**src/rtl/axi_rd_arbiter.sv**
```systemverilog
// Two-master AXI4 read arbiter: one outstanding burst, round-robin or fixed priority (port 1 wins).
// Latency: AR registered (arvalid to s_arvalid is 1 cycle); R path is combinational to the granted master.
module axi_rd_arbiter #(
  parameter int DATA_WIDTH = 32,
  parameter int ARB_MODE   = 0
) (
  input  logic                  clk,
  input  logic                  rst,
  input  logic [31:0]           m0_araddr,
  input  logic [7:0]            m0_arlen,
  input  logic [1:0]            m0_arburst,
  input  logic                  m0_arvalid,
  output logic                  m0_arready,
  output logic [DATA_WIDTH-1:0] m0_rdata,
  output logic                  m0_rvalid,
  output logic                  m0_rlast,
  input  logic                  m0_rready,
  input  logic [31:0]           m1_araddr,
  input  logic [7:0]            m1_arlen,
  input  logic [1:0]            m1_arburst,
  input  logic                  m1_arvalid,
  output logic                  m1_arready,
  output logic [DATA_WIDTH-1:0] m1_rdata,
  output logic                  m1_rvalid,
  output logic                  m1_rlast,
  input  logic                  m1_rready,
  output logic [31:0]           s_araddr,
  output logic [7:0]            s_arlen,
  output logic [1:0]            s_arburst,
  output logic                  s_arvalid,
  input  logic                  s_arready,
  input  logic [DATA_WIDTH-1:0] s_rdata,
  input  logic                  s_rvalid,
  input  logic                  s_rlast,
  output logic                  s_rready,
  output logic                  beat_err,
  output logic                  busy
);

  typedef enum logic [1:0] {IDLE = 2'd0, ADDR = 2'd1, DATA = 2'd2} state_e;

  state_e      state_q, state_d;
  logic        grant_q, grant_d;
  logic        last_grant_q, last_grant_d;
  logic [7:0]  beat_cnt_q, beat_cnt_d;
  logic [31:0] araddr_q, araddr_d;
  logic [7:0]  arlen_q, arlen_d;
  logic [1:0]  arburst_q, arburst_d;
  logic        arvalid_q, arvalid_d;
  logic        beat_err_q, beat_err_d;

  logic req_any;
  logic win;
  logic beat_done;

  assign req_any   = m0_arvalid | m1_arvalid;
  assign beat_done = (state_q == DATA) && s_rvalid && s_rready;

  // Tie-break: round-robin flips away from the last winner, fixed mode always favours port 1.
  always_comb begin
    win = m1_arvalid;
    if (m0_arvalid && m1_arvalid) begin
      win = (ARB_MODE == 1) ? 1'b1 : ~last_grant_q;
    end
  end

  always_ff @(posedge clk or negedge rst) begin
    if (!rst) begin
      state_q <= IDLE;
    end else begin
      state_q <= state_d;
    end
  end

  always_comb begin
    state_d = state_q;
    case (state_q)
      IDLE:    if (req_any) state_d = ADDR;
      ADDR:    if (s_arready) state_d = DATA;
      DATA:    if (beat_done && s_rlast) state_d = IDLE;
      default: state_d = IDLE;
    endcase
  end

  always_comb begin
    grant_d      = grant_q;
    last_grant_d = last_grant_q;
    beat_cnt_d   = beat_cnt_q;
    araddr_d     = araddr_q;
    arlen_d      = arlen_q;
    arburst_d    = arburst_q;
    arvalid_d    = arvalid_q;
    beat_err_d   = 1'b0;
    case (state_q)
      IDLE: begin
        if (req_any) begin
          grant_d      = win;
          last_grant_d = win;
          araddr_d     = win ? m1_araddr  : m0_araddr;
          arlen_d      = win ? m1_arlen   : m0_arlen;
          arburst_d    = win ? m1_arburst : m0_arburst;
          arvalid_d    = 1'b1;
        end
      end
      ADDR: begin
        if (s_arready) begin
          arvalid_d  = 1'b0;
          beat_cnt_d = 8'd0;
        end
      end
      DATA: begin
        if (beat_done) begin
          beat_cnt_d = beat_cnt_q + 8'd1;
          // beat_cnt still holds the index of the beat carrying rlast.
          if (s_rlast) beat_err_d = (beat_cnt_q != arlen_q);
        end
      end
      default: ;
    endcase
  end

  always_ff @(posedge clk or negedge rst) begin
    if (!rst) begin
      grant_q      <= 1'b0;
      last_grant_q <= 1'b1;
      beat_cnt_q   <= 8'd0;
      araddr_q     <= 32'd0;
      arlen_q      <= 8'd0;
      arburst_q    <= 2'd0;
      arvalid_q    <= 1'b0;
      beat_err_q   <= 1'b0;
    end else begin
      grant_q      <= grant_d;
      last_grant_q <= last_grant_d;
      beat_cnt_q   <= beat_cnt_d;
      araddr_q     <= araddr_d;
      arlen_q      <= arlen_d;
      arburst_q    <= arburst_d;
      arvalid_q    <= arvalid_d;
      beat_err_q   <= beat_err_d;
    end
  end

  always_comb begin
    m0_arready = 1'b0;
    m1_arready = 1'b0;
    m0_rvalid  = 1'b0;
    m1_rvalid  = 1'b0;
    m0_rlast   = 1'b0;
    m1_rlast   = 1'b0;
    m0_rdata   = '0;
    m1_rdata   = '0;
    s_rready   = 1'b0;
    case (state_q)
      ADDR: begin
        if (grant_q) m1_arready = s_arready;
        else         m0_arready = s_arready;
      end
      DATA: begin
        if (grant_q) begin
          m1_rvalid = s_rvalid;
          m1_rlast  = s_rlast;
          m1_rdata  = s_rdata;
          s_rready  = m1_rready;
        end else begin
          m0_rvalid = s_rvalid;
          m0_rlast  = s_rlast;
          m0_rdata  = s_rdata;
          s_rready  = m0_rready;
        end
      end
      default: ;
    endcase
  end

  assign s_araddr  = araddr_q;
  assign s_arlen   = arlen_q;
  assign s_arburst = arburst_q;
  assign s_arvalid = arvalid_q;
  assign beat_err  = beat_err_q;
  assign busy      = (state_q != IDLE);

endmodule

```
**config.mk**
```make
export PLATFORM = sky130hd
export DESIGN_NAME = axi_rd_arbiter
export DESIGN_NICKNAME = d
export VERILOG_FILES = /design/src/rtl/axi_rd_arbiter.sv
export SDC_FILE = /design/constraint.sdc
export NUM_CORES = 1
export LEC_CHECK = 0
export CAP_MARGIN = 20
export CORE_ASPECT_RATIO = 1.25
export CORE_UTILIZATION = 36
export DETAILED_ROUTE_END_ITERATION = 12
export PLACE_DENSITY = 0.83
export SETUP_SLACK_MARGIN = 0.4
export SLEW_MARGIN = 0
export SYNTH_ARGS = -nofsm -noshare
export SYNTH_HDL_FRONTEND = slang
export SYNTH_SLANG_ARGS = --single-unit
```
**constraint.sdc**
```tcl
create_clock -name clk -period 1.7 [get_ports clk]
set_input_delay 0.34 -clock clk [delete_from_list [all_inputs] [get_ports clk]]
set_output_delay 0.34 -clock clk [all_outputs]
set_load 0.01 [all_outputs]
```
==> reports/metrics.cfg, run 1 <==
[critical_path]
worstSetupEndpointType = output port
worstSetupPathType = reg -> out
crit_arrival_ns = 1.71
cp_data_required_time_ns = 1.36
path_max_fanout = 6
cp-start-kind = flip-flop

[cts]
clockBufferDepth = 2
cts_buffers = 5
clkSinkCount = 56
clkTransAtPathRegs_ns = 0.07
tritoncts = yes
clock-root-buffer = clkbuf_16
cts_hold_buf = 0
insertion_delay_ns = 0.29
h-tree-depth = 2

[drt]
antenna_left = 0
drc = 0
drt_iter0_drc = 112
wl_per_cell_um = 21.5
via_count = 3821
wirelength_mm = 16.1
drt_first_pass_iters = 4
vias_per_cell = 5.10

[final_layout]
instances_no_fill = 749
nets = 746
finalCoreUtilization_pct = 84.5
final_cell_area_um2 = 8080
drive_gt1_share_pct = 54.9
synthToLayoutAreaGrowth_pct = 129

[placed_design]
pre_cts_ws_ns = -0.351
dp.cells = 667
port_buffers = 240
place.gp.congestion = 0.820
post_dp_cell_area_um2 = 6570
dp_hpwl_mm = 8.77

[logic_synthesis]
ys_seq_area_share_pct = 39.7
synth_fp_nets = 425
avgSynthCellArea_um2 = 11.8
yosys_warnings = 0
ys_ff_latch = 56
syn_inst = 299
synth_cell_types = 35
synth_area_um2 = 3530

[global_route]
met3_usage_pct = 5.17
grt_max_degree = 57
gr-max-usage-layer = met2
overflow = 0
grt_pass1_vias = 3812
grt_util_all_layers_pct = 25.8
antenna_found_initial = 2
grt_pass1_wl_mm = 20.5
use_met1_pct = 28.0
use_met2_pct = 50.5

[floorplan]
ioPinCount = 241
initial_core_util_pct = 36.9
fp-row-count = 40
die_y_um = 113
die_area_um2 = 10200
die_x_um = 90.6
core_area_um2 = 9560

[pwr]
swShare_pct = 33.9
clkPwrFrac_pct = 8.7
ir_drop_v = 0.000952
intPower_mw = 7.68
seqPwrFrac_pct = 20.9
p_comb_share_pct = 70.4
powerDensity_nw_per_um2 = 1440
total_power_mw = 11.6
power_switching_mw = 3.94
power_leakage_nw = 4.11

[sta]
finalSetupViolations = 115
finalCritPeriodShare_pct = 120
hold_viol = 0
fmax_mhz = 489
whs_ns = 0.0359
final.setup_skew_ns = 0.00576
setup_slack_ns = -0.346
post-route-min-period_ns = 2.05
slew_violations = 0
worst_pin_slew_ns = 0.527
tns_ns = -23.93
slew_headroom_pct = 64.5
rsz0062_at_grt = true

[run_status]
violations = negative setup slack
outcome = complete, but fails checks

[job]
maxCapViolCount = 0

[min_path]
hp-class = in -> async

==> cell type report <==
cell class / count / area [um^2]
timing repair buffer: 338 / 3850
multi-input combinational: 215 / 2510
fill: 466 / 1480
sequential: 56 / 1400
tap: 126 / 158
clock buffer: 7 / 133
inverter: 4 / 15.0
clock inverter: 1 / 5.00
antenna: 2 / 5.00
==> cell usage in the layout, fill, tap and decap left out, types with 3 or more instances in the layout <==
cell type        synthesis  layout
mux2_2                  42       3
mux2i_1                  8       8
buf_4                    1      21
xor2_1                   8       8
buf_12                   0      16
nor3_4                   0       4
nand2_2                  0       4
clkbuf_16                0       7
buf_6                    1      94
mux2_4                  42      81
clkdlybuf4s50_1          0     121
dfrtp_1                 55      55
and3_1                  66      18
dlymetal6s2s_1           0      41
buf_16                   0      12
buf_2                    3      26
and3_4                   0      48
nand2_1                 16      11
==> flip-flops by register name, summed over array words and instances, names as in the netlist <==
signal / cells
beat_cnt_q: 8
beat_err: 1
grant_q: 1
last_grant_q: 1
s_araddr: 32
s_arburst: 2
s_arlen: 8
s_arvalid: 1
state_q: 2
==> logic make-up (layout without fill, tap and decap cells) <==
| family | after synthesis | after routing | synth area share, % |
|---|---|---|---|
| adder cells (fa/ha/maj) | 1 | 1 | 0.354 |
| buffers and inverters | 28 | 350 | 4.82 |
| XOR/XNOR | 8 | 8 | 1.98 |
| flip-flops | 56 | 56 | 39.7 |
| AND/OR/NAND/NOR | 104 | 104 | 17.3 |
| AO/OA/AOI/OAI | 9 | 9 | 1.95 |
| other | 0 | 2 | 0 |
| multiplexers | 93 | 93 | 33.9 |
==> worst max-delay path, stage by stage (launching register included) <==
cell and delay [ns]:
dfrtp_1 0.39, and2b_4 0.30, buf_6 0.11, buf_6 0.11
buf_16 0.12, buf_6 0.10, and3_4 0.19, buf_6 0.10
==> power groups by stage <==
| stage | combinational (mW) | clock (mW) | sequential [mW] |
|---|---|---|---|
| 2_1_floorplan | 2.85 | 0 | 2.58 |
| 3_5_place_dp | 5.67 | 0 | 2.38 |
| 4_1_cts | 7.28 | 1.02 | 2.39 |
| 3_3_place_gp | 5.54 | 0 | 2.39 |
| 5_1_grt | 8.52 | 1.07 | 2.48 |
| 6_report | 8.18 | 1.02 | 2.43 |
==> cell usage after synthesis <==
cell type,count,share of area [%]
o21a_1,1,0.21
and3_1,66,12
nor2_4,1,0.32
or2b_1,1,0.21
xor2_1,8,2.0
and2b_1,1,0.21
dfstp_2,1,0.74
clkbuf_4,1,0.21
a21oi_1,1,0.14
mux2_4,42,18
o21ai_0,3,0.43
nand4b_1,1,0.25
nor2_1,3,0.32
buf_6,1,0.32
nand3b_1,2,0.43
nand2b_1,2,0.35
nor3_1,5,0.71
clkbuf_2,1,0.14
nor4_1,5,0.89
ha_1,1,0.35
clkbuf_1,13,1.4
buf_2,3,0.43
a21boi_4,1,0.53
dfrtp_1,55,39
a211oi_1,1,0.21
a31oi_1,1,0.18
buf_8,4,1.7
mux2_2,42,13
mux2i_2,1,0.39
buf_4,1,0.21
a2bb2oi_1,1,0.25
inv_1,4,0.43
nand4_1,1,0.18
nand2_1,16,1.7
mux2i_1,8,2.3
==> timing repair <==
| action | 4_1_cts | 5_1_grt |
|---|---|---|
| setup endpoints to repair | 169 | 170 |
| resized for setup | 353 | 155 |
| pin swaps | 2 | 11 |
| buffers inserted | 37 | 20 |
| gates cloned | 13 | 2 |
==> metal layers <==
layer,part of all wire [%],vias up
li1,-,1729
met5,0,-
met4,3.7,0
met1,35,1857
met2,56,196
met3,5.6,39
==> path summary, 6_finish.rpt <==
check,from,endpoint,slack [ns],depth (start not counted)
setup reg to reg,state_q[1]$_DFFE_PN0P_,s_araddr[17]$_DFFE_PN0P_,-0.22,9
hold / removal,rst,s_araddr[13]$_DFFE_PN0P_,0.04,2
min in group clk,s_araddr[2]$_DFFE_PN0P_,s_araddr[2]$_DFFE_PN0P_,0.51,1
max in group asynchronous,rst,last_grant_q$_DFFE_PN1P_,1.37,2
setup / recovery,state_q[0]$_DFFE_PN0P_,m1_rdata[28],-0.35,7
hold reg to reg,s_araddr[2]$_DFFE_PN0P_,s_araddr[2]$_DFFE_PN0P_,0.51,1
Power figures use the tool's default switching activity.
==> run 2, diff against run 1 <==
--- a/config.mk
+++ b/config.mk
@@ -9,6 +9,7 @@
 export CORE_ASPECT_RATIO = 1.25
 export CORE_UTILIZATION = 36
 export DETAILED_ROUTE_END_ITERATION = 12
+export GPL_TIMING_DRIVEN = 0
 export PLACE_DENSITY = 0.83
 export SETUP_SLACK_MARGIN = 0.4
 export SLEW_MARGIN = 0
==> reports/metrics.cfg, run 2 (synthesis gave the netlist of run 1 again) <==
[run_status]
outcome = complete, but fails checks
violations = negative setup slack

[drt]
wl_per_cell_um = 18.5  ; -14%
antenna_left = 0  ; unchanged
wirelength_mm = 13.5  ; -16%
drt_iter0_drc = 86  ; -23%
via_count = 3614  ; -5.4%
vias_per_cell = 4.97  ; -2.6%
drc = 0  ; unchanged
drt_first_pass_iters = 4  ; unchanged

[placed_design]
place.gp.congestion = 0.835  ; +1.8%
dp_hpwl_mm = 9.32  ; +6.2%
post_dp_cell_area_um2 = 6470  ; -1.4%
port_buffers = 240  ; unchanged
pre_cts_ws_ns = -0.531  ; -0.179 ns

[final_layout]
final_cell_area_um2 = 7620  ; -5.7%
final_common_cell = clkdlybuf4s50_1
fillers = 573  ; +23%
drive_gt1_share_pct = 55.5  ; +0.59 points
nets = 726  ; -2.7%
synthToLayoutAreaGrowth_pct = 116
mostFrequentLayoutCells = 120 x clkdlybuf4s50_1, 81 x mux2_4, 73 x buf_6
finalCoreUtilization_pct = 79.7  ; -4.8 points
largest_register_ff_count = 32  ; unchanged

[sta]
slew_headroom_pct = 57.7  ; -6.9 points
post-route-min-period_ns = 1.91  ; -0.132 ns
rsz0062_at_grt = true
final.setup_skew_ns = 0.00535  ; -0.000411 ns
finalCritPeriodShare_pct = 113  ; -7.8 points
tns_ns = -13.61  ; +10.32 ns
hold_viol = 0  ; unchanged
setup_slack_ns = -0.214  ; +0.132 ns
finalSetupViolations = 101  ; -12%
fmax_mhz = 522  ; +6.9%
whs_ns = 0.0630  ; +0.0271 ns
slew_violations = 0  ; unchanged
worst_pin_slew_ns = 0.635  ; +0.108 ns

[min_path]
hp-class = in -> async

[cts]
tritoncts = yes
clkSinkCount = 56  ; unchanged
h-tree-depth = 2  ; unchanged
insertion_delay_ns = 0.29  ; about the same
clkTransAtPathRegs_ns = 0.07  ; about the same
clock-root-buffer = clkbuf_16
cts_hold_buf = 0  ; unchanged
cts_buffers = 5  ; unchanged
clockBufferDepth = 2  ; unchanged

[global_route]
grt_max_degree = 33  ; -42%
overflow = 0  ; unchanged
grt_pass1_vias = 3787  ; -0.66%
grt_pass1_wl_mm = 20.3  ; -0.94%
antenna_found_initial = 2  ; unchanged
grt_util_all_layers_pct = 25.2  ; -0.61 points

[critical_path]
cp_slowest_cell = dfrtp_2
timing.rr.start = state_q[1]$_DFFE_PN0P_
cp-start-kind = flip-flop
path_max_fanout = 8  ; +2
crit_arrival_ns = 1.57  ; -0.14 ns
cp_data_required_time_ns = 1.36  ; about the same
crit_family = simple AND/OR/NAND/NOR gates
max_stage_delay_ns = 0.42  ; +0.03 ns
timing.rr.end = s_araddr[5]$_DFFE_PN0P_
crit_start = state_q[0]$_DFFE_PN0P_
r2r_slack_ns = -0.09  ; +0.13 ns
worstSetupPathType = reg -> out
cp_common_cell = buf_8
critPathBufInv = 3  ; -2
path_cells = and2b_2 -> buf_8 -> buf_8 -> and3_4 -> buf_6
worstSetupEndpointType = output port
cp.depth = 5  ; -2
endpoint = m1_rdata[10]
worst_r2r_path_depth = 9  ; unchanged

[floorplan]
core_area_um2 = 9560  ; unchanged
initial_core_util_pct = 36.9  ; unchanged
die_y_um = 113  ; unchanged
ioPinCount = 241  ; unchanged
die_x_um = 90.6  ; unchanged
fp-row-count = 40  ; unchanged
die_area_um2 = 10200  ; unchanged

[pwr]
power_leakage_nw = 3.55  ; -14%
ir_drop_v = 0.000934  ; -2.0%
powerDensity_nw_per_um2 = 1410  ; -2.1%

[job]
maxCapViolCount = 0  ; unchanged

## run 2: changes by cell type in the layout (fill, tap and decap cells not counted), moves of 8 or more
cell	before	now
clkbuf_2	0	8
buf_16	12	3
clkdlybuf4s15_1	0	35
dlymetal6s2s_1	41	0
and3_4	48	57
buf_6	94	73
and3_1	18	9
buf_8	2	14
## run 2: how the worst min path moves through the flow
stage / from / to / cells after the start
2_1_floorplan: rst / beat_cnt_q[0]$_DFFE_PN0P_ / 0
4_1_cts: rst / s_araddr[29]$_DFFE_PN0P_ / 1
6_report: rst / s_araddr[29]$_DFFE_PN0P_ / 1
3_3_place_gp: s_arvalid$_DFFE_PN0P_ / s_arvalid$_DFFE_PN0P_ / 2
5_1_grt: rst / s_araddr[29]$_DFFE_PN0P_ / 1
3_5_place_dp: rst / s_araddr[29]$_DFFE_PN0P_ / 1
## run 2: final cells by class
| class | count | area (um^2) | area share, % |
|---|---|---|---|
| Antenna cell | 1 | 2.50 | 0.0328 |
| Buffer | 24 | 367 | 4.81 |
| Clock buffer | 6 | 129 | 1.69 |
| Clock inverter | 1 | 5.00 | 0.0657 |
| Inverter | 4 | 20.0 | 0.263 |
| Multi-Input combinational cell | 215 | 2530 | 33.2 |
| Sequential cell | 56 | 1410 | 18.4 |
| Tap cell | 126 | 158 | 2.07 |
| Timing Repair Buffer | 294 | 3000 | 39.4 |
## run 2: stage by stage
| step | instances | power, mW |
|---|---|---|
| global route | 727 | 11.2 |
| floorplan | 299 | 5.43 |
| CTS | 720 | 10.2 |
| detailed placement | 666 | 7.90 |
| global placement | 665 | 7.77 |
| finish | 727 | 10.7 |
## run 2: metal layers
layer | up-vias | track usage, % | routed length [um]
met1 | 1739 | 25.6 | 4680
met2 | 168 | 50.4 | 7530
met4 | 0 | 7.10 | 393
met5 | - | 0 | 0
li1 | 1683 | - | -
met3 | 24 | 5.91 | 861
## run 2: timing repair
item,4_1_cts,5_1_grt
hold endpoints to repair,0,0
endpoints found under the setup margin,169,147
resized for setup,489,89
setup buffers,37,6
pin swaps,14,12
gates cloned,10,0
## run 2: power breakdown
group / switching [mW] / internal [mW]
registers: 0.418 / 1.95
clock network: 0.477 / 0.539
logic: 2.78 / 4.56
